### src/rtl/fifo_sync_ext.sv
// ---------------------------------------------------------------------------
// fifo_sync_ext
//
// Single-clock FIFO with programmable almost-full / almost-empty levels,
// a synchronous flush and sticky overflow / underflow error flags.
// The read side works in one of two modes:
//   FWFT = 0 : registered read, read_data updates on the edge that accepts
//              a read and holds otherwise.
//   FWFT = 1 : first-word-fall-through, the head entry is visible on
//              read_data whenever the FIFO is not empty.
//
// Parameters
//   FIFO_DEPTH      number of entries (power of two, >= 2)
//   FIFO_DATA_WIDTH entry width in bits
//   FWFT            read mode select (see above)
//   CNT_W           width of pointers, count and thresholds
//
// Ports
//   clk           single clock, rising edge
//   reset         synchronous active-high reset (highest priority)
//   flush         synchronous clear of pointers/count; write/read ignored
//   write         write request
//   write_data    write payload
//   read          read request
//   read_data     read payload
//   afull_thresh  almost_full asserts when count >= this level
//   aempty_thresh almost_empty asserts when count <= this level
//   count         current occupancy, 0..FIFO_DEPTH
//   empty, full   occupancy status, derived from the registered count
//   almost_empty  count <= aempty_thresh
//   almost_full   count >= afull_thresh
//   overflow      sticky: write attempted while full
//   underflow     sticky: read attempted while empty
//   err_clear     clears the sticky flags (a new error in the same cycle wins)
// ---------------------------------------------------------------------------
module fifo_sync_ext #(
    parameter int FIFO_DEPTH      = 32'd8,
    parameter int FIFO_DATA_WIDTH = 32'd8,
    parameter bit FWFT            = 1'b0,
    localparam int CNT_W          = $clog2(FIFO_DEPTH) + 1
) (
    input  logic                       clk,
    input  logic                       reset,
    input  logic                       flush,
    input  logic                       write,
    input  logic [FIFO_DATA_WIDTH-1:0] write_data,
    input  logic                       read,
    output logic [FIFO_DATA_WIDTH-1:0] read_data,
    input  logic [CNT_W-1:0]           afull_thresh,
    input  logic [CNT_W-1:0]           aempty_thresh,
    output logic [CNT_W-1:0]           count,
    output logic                       empty,
    output logic                       full,
    output logic                       almost_empty,
    output logic                       almost_full,
    output logic                       overflow,
    output logic                       underflow,
    input  logic                       err_clear
);

    // Storage is addressed by the low pointer bits; the extra MSB of each
    // pointer lets them run modulo 2*FIFO_DEPTH with no wrap logic.
    localparam int ADDR_W = CNT_W - 1;

    localparam logic [CNT_W-1:0] DEPTH_C = CNT_W'(FIFO_DEPTH);
    localparam logic [CNT_W-1:0] ONE_C   = {{(CNT_W-1){1'b0}}, 1'b1};
    localparam logic [CNT_W-1:0] ZERO_C  = {CNT_W{1'b0}};

    // ------------------------------------------------------------------
    // State
    // ------------------------------------------------------------------
    logic [FIFO_DATA_WIDTH-1:0] mem_r [FIFO_DEPTH];
    logic [CNT_W-1:0]           wr_ptr_r;
    logic [CNT_W-1:0]           rd_ptr_r;
    logic [CNT_W-1:0]           count_r;
    logic                       overflow_r;
    logic                       underflow_r;

    // ------------------------------------------------------------------
    // Combinational decode
    // ------------------------------------------------------------------
    logic                       full_s;
    logic                       empty_s;
    logic                       wr_acc_s;
    logic                       rd_acc_s;
    logic                       ovf_set_s;
    logic                       unf_set_s;
    logic [CNT_W-1:0]           count_nxt_s;
    logic                       overflow_nxt_s;
    logic                       underflow_nxt_s;
    logic [ADDR_W-1:0]          wr_idx_s;
    logic [ADDR_W-1:0]          rd_idx_s;

    // Status comes only from the registered count, so there is no path
    // from write/read to full/empty.
    assign full_s   = (count_r == DEPTH_C);
    assign empty_s  = (count_r == ZERO_C);
    assign wr_idx_s = wr_ptr_r[ADDR_W-1:0];
    assign rd_idx_s = rd_ptr_r[ADDR_W-1:0];

    // Accept qualification: full/empty are the registered values, so a
    // read in the same cycle never makes room for a write into a full FIFO.
    always_comb begin
        wr_acc_s = 1'b0;
        rd_acc_s = 1'b0;
        if (!reset && !flush) begin
            wr_acc_s = write && !full_s;
            rd_acc_s = read && !empty_s;
        end else begin
            wr_acc_s = 1'b0;
            rd_acc_s = 1'b0;
        end
    end

    // Occupancy update: +1 write only, -1 read only, hold otherwise.
    always_comb begin
        count_nxt_s = count_r;
        case ({wr_acc_s, rd_acc_s})
            2'b10:   count_nxt_s = count_r + ONE_C;
            2'b01:   count_nxt_s = count_r - ONE_C;
            default: count_nxt_s = count_r;
        endcase
    end

    // Sticky error flags: a new error in this cycle beats err_clear.
    always_comb begin
        ovf_set_s       = write && full_s && !flush;
        unf_set_s       = read && empty_s && !flush;
        overflow_nxt_s  = overflow_r;
        underflow_nxt_s = underflow_r;
        if (ovf_set_s) begin
            overflow_nxt_s = 1'b1;
        end else if (err_clear) begin
            overflow_nxt_s = 1'b0;
        end else begin
            overflow_nxt_s = overflow_r;
        end
        if (unf_set_s) begin
            underflow_nxt_s = 1'b1;
        end else if (err_clear) begin
            underflow_nxt_s = 1'b0;
        end else begin
            underflow_nxt_s = underflow_r;
        end
    end

    // ------------------------------------------------------------------
    // Sequential logic
    // ------------------------------------------------------------------

    // Pointers, count and sticky flags; reset beats flush beats traffic.
    always_ff @(posedge clk) begin
        if (reset) begin
            wr_ptr_r    <= ZERO_C;
            rd_ptr_r    <= ZERO_C;
            count_r     <= ZERO_C;
            overflow_r  <= 1'b0;
            underflow_r <= 1'b0;
        end else if (flush) begin
            // Flush empties the FIFO but leaves the error history alone.
            wr_ptr_r    <= ZERO_C;
            rd_ptr_r    <= ZERO_C;
            count_r     <= ZERO_C;
            overflow_r  <= overflow_r;
            underflow_r <= underflow_r;
        end else begin
            if (wr_acc_s) begin
                wr_ptr_r <= wr_ptr_r + ONE_C;
            end
            if (rd_acc_s) begin
                rd_ptr_r <= rd_ptr_r + ONE_C;
            end
            count_r     <= count_nxt_s;
            overflow_r  <= overflow_nxt_s;
            underflow_r <= underflow_nxt_s;
        end
    end

    // Storage array, intentionally not reset.
    always_ff @(posedge clk) begin
        if (wr_acc_s) begin
            mem_r[wr_idx_s] <= write_data;
        end
    end

    // ------------------------------------------------------------------
    // Read data path
    // ------------------------------------------------------------------
    generate
        if (FWFT) begin : g_fwft
            // Head entry is visible directly. Memory and count update on
            // the same edge, so the first word appears as empty drops.
            // While empty the value is stale and must be ignored.
            assign read_data = mem_r[rd_idx_s];
        end else begin : g_registered
            logic [FIFO_DATA_WIDTH-1:0] read_data_r;

            // Registered read: load the head on an accepted read, else hold.
            always_ff @(posedge clk) begin
                if (reset) begin
                    read_data_r <= {FIFO_DATA_WIDTH{1'b0}};
                end else if (flush) begin
                    read_data_r <= {FIFO_DATA_WIDTH{1'b0}};
                end else if (rd_acc_s) begin
                    read_data_r <= mem_r[rd_idx_s];
                end else begin
                    read_data_r <= read_data_r;
                end
            end

            assign read_data = read_data_r;
        end
    endgenerate

    // ------------------------------------------------------------------
    // Outputs
    // ------------------------------------------------------------------
    assign count        = count_r;
    assign full         = full_s;
    assign empty        = empty_s;
    // Thresholds are live inputs; a change is reflected without a clock.
    assign almost_full  = (count_r >= afull_thresh);
    assign almost_empty = (count_r <= aempty_thresh);
    assign overflow     = overflow_r;
    assign underflow    = underflow_r;

endmodule

### config.mk
export PLATFORM = sky130hd
export DESIGN_NAME = fifo_sync_ext
export DESIGN_NICKNAME = d
export VERILOG_FILES = /design/src/rtl/fifo_sync_ext.sv
export SDC_FILE = /design/constraint.sdc
export NUM_CORES = 1
export LEC_CHECK = 0
export ABC_AREA = 1
export ABC_CLOCK_PERIOD_IN_PS = 3250
export BUFFER_PORTS_ARGS = -buffer_cell sky130_fd_sc_hd__buf_2
export CAP_MARGIN = 5
export CORE_MARGIN = 4
export CORE_UTILIZATION = 50
export CTS_CLUSTER_SIZE = 20
export DETAILED_ROUTE_END_ITERATION = 7
export PLACE_DENSITY_LB_ADDON = 0.25
export SYNTH_ARGS = -nofsm -noshare
export SYNTH_HDL_FRONTEND = slang
export SYNTH_SLANG_ARGS = --single-unit
### constraint.sdc
create_clock -name clk -period 3.25 [get_ports clk]
set_clock_uncertainty 0.2 [all_clocks]
set_input_delay 0.4875 -clock clk [delete_from_list [all_inputs] [get_ports clk]]
set_output_delay 0.4875 -clock clk [all_outputs]
set_load 0.1 [all_outputs]
==> results of run 1 <==
## final cells by class
cell class / count / area share [%]
Multi-Input combinational cell: 235 / 29.0
Clock inverter: 7 / 1.18
Inverter: 30 / 2.69
Clock buffer: 9 / 2.93
Timing Repair Buffer: 48 / 6.21
Sequential cell: 84 / 55.1
Tap cell: 99 / 2.93
## metal layers
layer,track usage [%],up-vias
li1,-,1314
met1,22.8,1192
met2,29.1,66
met3,4.30,14
met4,7.93,0
met5,0,-
## logic make-up after synthesis
family	count (synthesis)	synth area share [%]
AOI/OAI and AO/OA	45	6.26
xor gates and xnor gates	3	0.703
adders and majority gates	14	4.88
buffers and inverters	42	5.08
DFF	84	62.1
and+or+nand+nor	173	21.0
## how the worst max path moves through the flow
stage               slack, ns      from            to
floorplan                0.09  count[3]   almost_full
global placement         0.64     reset      count[3]
detailed placement       0.55     reset      count[3]
CTS                      0.73  count[3]  almost_empty
global route             0.52  count[1]      count[3]
finish                   0.72  count[1]      count[3]
## through the flow
| stage | instance area [um2] | instances | utilization (%) |
|---|---|---|---|
| 3_3_place_gp | 4060 | 496 | 55.9 |
| 3_5_place_dp | 4060 | 496 | 55.9 |
| 2_1_floorplan | 3750 | 361 | - |
| 4_1_cts | 4230 | 512 | 58.3 |
| 5_1_grt | 4230 | 512 | 58.3 |
| 6_report | 4230 | 512 | 58.3 |
## state kept, by name, summed over array words and instances (netlist names)
register,flops
underflow,1
mem_r,64
wr_ptr_r,3
count,4
overflow,1
rd_ptr_r,3
read_data,8
## report_power, final
group          internal (mW)  total [mW]  switching (mW)
registers               1.16        1.16         0.00411
clock network          0.280       0.652           0.372
logic                 0.0335       0.131          0.0974
total                   1.47        1.95           0.474
## synthesized netlist by cell type, drive strengths merged
library cell	number	area share, %
nand3	30	4.1
nor2	58	6.5
o21ai	31	4.1
dfxtp	20	11
edfxtp	64	51
fa	1	0.54
nor3	4	1.1
ha	13	4.3
a21oi	11	1.5
clkinv	1	0.13
inv	29	2.9
nand2	77	8.1
clkbuf	1	0.13
buf	11	1.9
xor2	2	0.47
xnor2	1	0.23
o31ai	1	0.20
o32ai	1	0.23
or2	1	0.17
o211ai	1	0.20
nand4	3	1.1
==> results.env, run 1 <==
ROUTED-WL-MET3_UM=481
MIN_PERIOD_NS=2.53
POST-ROUTE-WORST-SETUP-SLACK_NS=0.722
TIMING.CRITICAL_PATH.FROM_TYPE='flip-flop'
FILLERS=622
CORE-AREA_UM2=7250
GRT_FIRST_PASS_WIRELENGTH_MM=11.9
HOLDPATHEND='mem_r[0][5]'
BUFFERS_ADDED_ON_PORTS=39
WIRELENGTH_MM=7.41
FINAL-HOLD-VIOLATION-COUNT=0
GLOBAL_ROUTE.USAGE.TOTAL_PCT=17.9
CRIT_REG_REG_STARTPOINT='count[1]'
REG2REG_DEPTH=12
P_TOTAL_mW=1.95
LAYOUT.CELLS.MOST_COMMON='nand2_1'
CTS_MADE_BUFFERS=9
MAX-SLEW-MARGIN-REL_PCT=48.3
CTS_HOLD_REPAIR.BUFFERS=0
YOSYS_WARNINGS=0
GRT_START_MAX_NET_PINS=35
CLOCK_TREE_FROM_TRITONCTS='built'
CTS.REPORTEDPATHS.CLKPINSLEW_NS=0.09
CP_SLOWEST_CELL='dfxtp_2'
GR-TOTAL-OVERFLOW=0
PATH_TYPE_OF_THE_WORST_SETUP_PATH='flip-flop to flip-flop'
CRIT_PATH_END_KIND='flip-flop'
CTSHTREEMAXLEVEL=3
REGISTER_AREA_UM2=2330
GRT_PASS1_VIAS=2484
ARRIVAL_NS=2.61
CP_SLOWEST_STAGE_DELAY_NS=0.37
CTS-ROOT-BUF='clkbuf_8'
DR_DRC_COUNT=0
TIMING.HOLD.WORST.CLASS='input port to flip-flop'
AVG_INST_SIZE_SYNTH_UM2=10.4
SYNTH_AREA_UM2=3740
AREA_OF_THE_MULTI_INPUT_GATES_UM2=1230
TIMING_WORST_SLEW_PIN_VALUE_NS=0.772
DETAIL_ROUTE.FIRST_PASS.ITERATIONS=4
NUMBER_OF_ANTENNA_VIOLATIONS_AT_THE_FIRST_CHECK_IN_GLOBAL_ROUTING=0
GPL.FINAL_WEIGHTED_CONGESTION=0.822
IO-PIN-COUNT=40
MAPPEDNETLISTNETS=397
MAX_CAP_VIOL_COUNT=0
COUNT_OF_UNIQUE_LIBRARY_CELLS_INSTANTIATED_BY_YOSYS=32
FINAL_LAYOUT_SIZE_SUFFIX_GT1_SHARE_PCT=21.1
TOP_LAYER='met4'
NUMBER_OF_NETS_WITH_ANTENNA_VIOLATIONS_AFTER_ROUTING=0
EFFECTIVE_UTILIZATION_AT_FLOORPLAN_PCT=51.6
NETLIST_INSTANCES=361
RUN_STATUS='finished, final reports clean'
CTS.REPAIR_TIMING.SETUP_BUFFER_COUNT=0
FLOW.AREA_GROWTH_FROM_SYNTHESIS_PCT=13.1
VIAS_PER_CELL=5.05
REGTOREGSETUPSLACK_NS=0.72
SETUP_VIOL=0
REG2REG_TO='count[3]'
BUFFERS_FROM_CLOCK_ROOT_TO_SINK_AT_MOST=2
DIE_WIDTH_UM=94.5
HOLD-WORST-SLACK_NS=0.201
HOLD-PATH-CELL-COUNT=1
WORST_PATH_DOMINANT_CELL_FAMILY='simple AND/OR/NAND/NOR gates'
FINAL.PERIOD_UTILIZATION_PCT=77.8
TIMING.FINAL.MAX_SLEW_VIOLATIONS=0
ORDERED_LIST_OF_CELLS_ON_THE_WORST_PATH='inv_1 -> nand4_2 -> nand2_2 -> clkinv_2 -> ha_1 -> ha_1 -> or2_2 -> nand2_1 -> nand2_1 -> nand2_1 -> nand2_1 -> a21oi_1'
DIE_H_UM=94.5
FP.DIEAREA_UM2=8930
TOTALNEGATIVESETUPSLACK_NS=0
ANTENNA_DIODE_COUNT=0
DPL.HPWL_MM=4.93
ACHIEVABLE-FREQUENCY_MHz=396
PRE_CTS_SETUP_SLACK_NS=0.552
M1WIRELENGTH_MM=3.20
YS_FF_LATCH=84
CLK-INSERTION-DELAY-LATE_NS=0.35
PATH_MAX_FANOUT=12
UNREPAIRED_SETUP_ENDPOINTS_AFTER_GLOBAL_ROUTING='false'
POST_SYNTHESIS_SEQUENTIAL_AREA_RATIO_PCT=62.1
ROW_COUNT=31
CP_DATA_REQUIRED_TIME_NS=3.33
CTS.SINK_COUNT=84
IR_WORST_VDD_uV=223
INITIALDRTVIOLATIONCOUNT=128
VIA_COUNT=2586
TIMING.CRITICAL_PATH.DEPTH=12
LEAKAGE_nW=1.75
HOLD_START='write_data[5]'
PWR_DENSITY_CELL_nW_PER_UM2=460
CRITPATHMOSTFREQUENTCELL='nand2_1'
ROUTEDWLPERCELL_UM=14.5
NUMBER_OF_BUFFERS_AND_INVERTERS_ON_THE_CRITICAL_PATH=2
MOSTFREQUENTLAYOUTCELLS='nand2_1, edfxtp_1, nor2_1'
CTS.REPAIR.RESIZED=0
WL_MET2_MM=3.59
FINAL_NETS=444
(Power assumes the default switching activity.)
==> inputs of run 2 (changes only) <==
ABC_CLOCK_PERIOD_IN_PS = 2450   (was 3250)
clock period = 2.45 ns   (was 3.25 ns; I/O delays follow)
==> run 2 against run 1 <==
Net effect:
- global-route usage grew 0.47 points
- first-iteration DRC count grew 39%
- routed wire length grew 0.89%
- worst setup slack lost 0.65 ns
- combinational power grew 38%
- sequential power grew 33%
- sequential share of layout area shrank 1.5 points
- critical path type is now flip-flop to primary output
- highest routed layer unchanged
- critical path depth shrank 7
- flip-flop and latch count is the same
==> results.env, run 2 (synthesis gave the netlist of run 1 again) <==
STARTPOINT='count[3]'
IR_WORST_VDD_uV=342
WIRELENGTH_MM=7.48
PLACED_CELL_AREA_UM2=4140
CTSHTREEMAXLEVEL=3
TIMING.FINAL.MAX_SLEW_VIOLATIONS=0
POWER.INTERNAL_mW=2.16
CRIT_REG_REG_STARTPOINT='count[2]'
FP.DIEAREA_UM2=8930
CTS-ROOT-BUF='clkbuf_8'
LARGEST_REGISTER_FF_COUNT=64
HOLD_START='write_data[3]'
VIA_COUNT=2580
PATH_MAX_FANOUT=8
BUFFERS_ADDED_ON_PORTS=39
CLK-INSERTION-DELAY-LATE_NS=0.35
ACHIEVABLE-FREQUENCY_MHz=420
DETAIL_ROUTE.FIRST_PASS.ITERATIONS=4
ANTENNA_DIODE_COUNT=0
FILLERS=629
ARRIVAL_NS=1.81
LOGIC_GATE_SHARE_OF_TOTAL_POWER_PCT=6.5
FLOW.AREA_GROWTH_FROM_SYNTHESIS_PCT=16.6
PWR_DENSITY_CELL_nW_PER_UM2=636
END_OF_FLOW_CORE_UTILIZATION_PCT=60.1
SWITCHING_SHARE_PCT=22.2
GRT_START_MAX_NET_PINS=35
AREA_OF_THE_MULTI_INPUT_GATES_UM2=1250
TIMING.HOLD.WORST.CLASS='input port to flip-flop'
CTS.REPORTEDPATHS.CLKPINSLEW_NS=0.08
GRT_FIRST_PASS_WIRELENGTH_MM=12.4
GLOBAL_ROUTE.USAGE.TOTAL_PCT=18.4
MAX-SLEW-MARGIN-REL_PCT=62.4
SHARE_SEQ_OF_TOTAL_POWER_PCT=55.5
CTS.REPAIR.RESIZED=0
VIAS_PER_CELL=4.97
TIMING.CRITICAL_PATH.FROM_TYPE='flip-flop'
UNREPAIRED_SETUP_ENDPOINTS_AFTER_GLOBAL_ROUTING='false'
CTS_HOLD_REPAIR.BUFFERS=0
MOSTFREQUENTLAYOUTCELLS='nand2_1, edfxtp_1, nor2_1'
INITIALDRTVIOLATIONCOUNT=178
FINAL_LAYOUT_SIZE_SUFFIX_GT1_SHARE_PCT=23.6
CTS.SINK_COUNT=84
ROW_COUNT=31
DIE_H_UM=94.5
LAYOUT.CELLS.MOST_COMMON='nand2_1'
MIN_PERIOD_NS=2.38
SETUP_VIOL=0
CP_DATA_REQUIRED_TIME_NS=1.88
TIMING_WORST_SLEW_PIN_VALUE_NS=0.564
FINAL_NETS=451
IO-PIN-COUNT=40
REGISTERS.TOP_BY_FF_COUNT='mem_r'
NUMBER_OF_NETS_WITH_ANTENNA_VIOLATIONS_AFTER_ROUTING=0
CLKPWRFRAC_PCT=38.0
GR-TOTAL-OVERFLOW=0
NET-SWITCHING-POWER_mW=0.616
CLOCK_TREE_FROM_TRITONCTS='built'
CTS.REPAIR_TIMING.SETUP_BUFFER_COUNT=0
LEAKAGE_nW=1.81
P_TOTAL_mW=2.77
DR_DRC_COUNT=0
NUMBER_OF_ANTENNA_VIOLATIONS_AT_THE_FIRST_CHECK_IN_GLOBAL_ROUTING=0
EFFECTIVE_UTILIZATION_AT_FLOORPLAN_PCT=51.6
GPL.FINAL_WEIGHTED_CONGESTION=0.852
DIE_WIDTH_UM=94.5
DPL.HPWL_MM=5.05
CORE-AREA_UM2=7250
BUFFERS_FROM_CLOCK_ROOT_TO_SINK_AT_MOST=2
HOLD-WORST-SLACK_NS=0.0784
CTS_MADE_BUFFERS=9
FINAL-HOLD-VIOLATION-COUNT=0
RUN_STATUS='finished, final reports clean'
CRIT_PATH_END_KIND='primary output'
FINAL_NON_FILLER_CELL_AREA_UM2=4360
ROUTEDWLPERCELL_UM=14.4
FINAL.PERIOD_UTILIZATION_PCT=97.2
MAX_CAP_VIOL_COUNT=0
GRT_PASS1_VIAS=2576
PATH_TYPE_OF_THE_WORST_SETUP_PATH='flip-flop to primary output'
REGISTER_AREA_UM2=2340
-- run 2: cell count changes in the layout (fill, tap and decap cells not counted), moves of 2 or more --
cell	change
dfxtp_2	-3
bufinv_16	+2
dfxtp_4	+3
inv_1	-2
buf_4	+7
-- run 2: worst max-delay path: stages, from the launching register on --
cell and delay, ns:
dfxtp_4 0.38, ha_1 0.31, a21oi_1 0.17, o21ai_0 0.11
o21ai_1 0.07, buf_2 0.43
-- run 2: metal layers --
metal	part of all wire [%]	track usage, %	vias to the layer above
li1	-	-	1329
met1	43	23.6	1175
met2	49	29.9	59
met3	6.0	5.42	17
met4	1.9	6.01	0
met5	0	0	-
-- run 2: final timing paths --
kind	to	slack [ns]	cells past startpoint
max	almost_empty	0.07	5
min	mem_r[7][3]	0.08	1
max reg2reg	count[3]	0.17	12
min reg2reg	read_data[5]	0.25	2
-- run 2: metrics by stage --
| stage | worst slack [ns] | instances | setup TNS, ns |
|---|---|---|---|
| global placement | 0.140 | 503 | 0 |
| detailed placement | 0.0651 | 503 | 0 |
| CTS | 0.0439 | 519 | 0 |
| floorplan | -0.472 | 361 | -0.895 |
| finish | 0.0687 | 519 | 0 |
| global route | 0.00562 | 519 | 0 |
-- run 2: area by class of cell --
class / instances / share of cell area, %
Sequential cell: 84 / 53.6
Multi-Input combinational cell: 235 / 28.6
Timing Repair Buffer: 55 / 7.23
Clock buffer: 10 / 2.93
Tap cell: 99 / 2.84
Inverter: 30 / 2.81
Clock inverter: 6 / 2.04
-- run 2: power by group through the flow --
stage | Clock, mW | Combinational [mW] | Sequential [mW]
after floorplan | 0 | 0.0939 | 1.60
after global placement | 0 | 0.179 | 1.57
after detailed placement | 0 | 0.182 | 1.57
after CTS | 1.08 | 0.183 | 1.54
after global routing | 1.13 | 0.199 | 1.54
final | 1.05 | 0.181 | 1.54
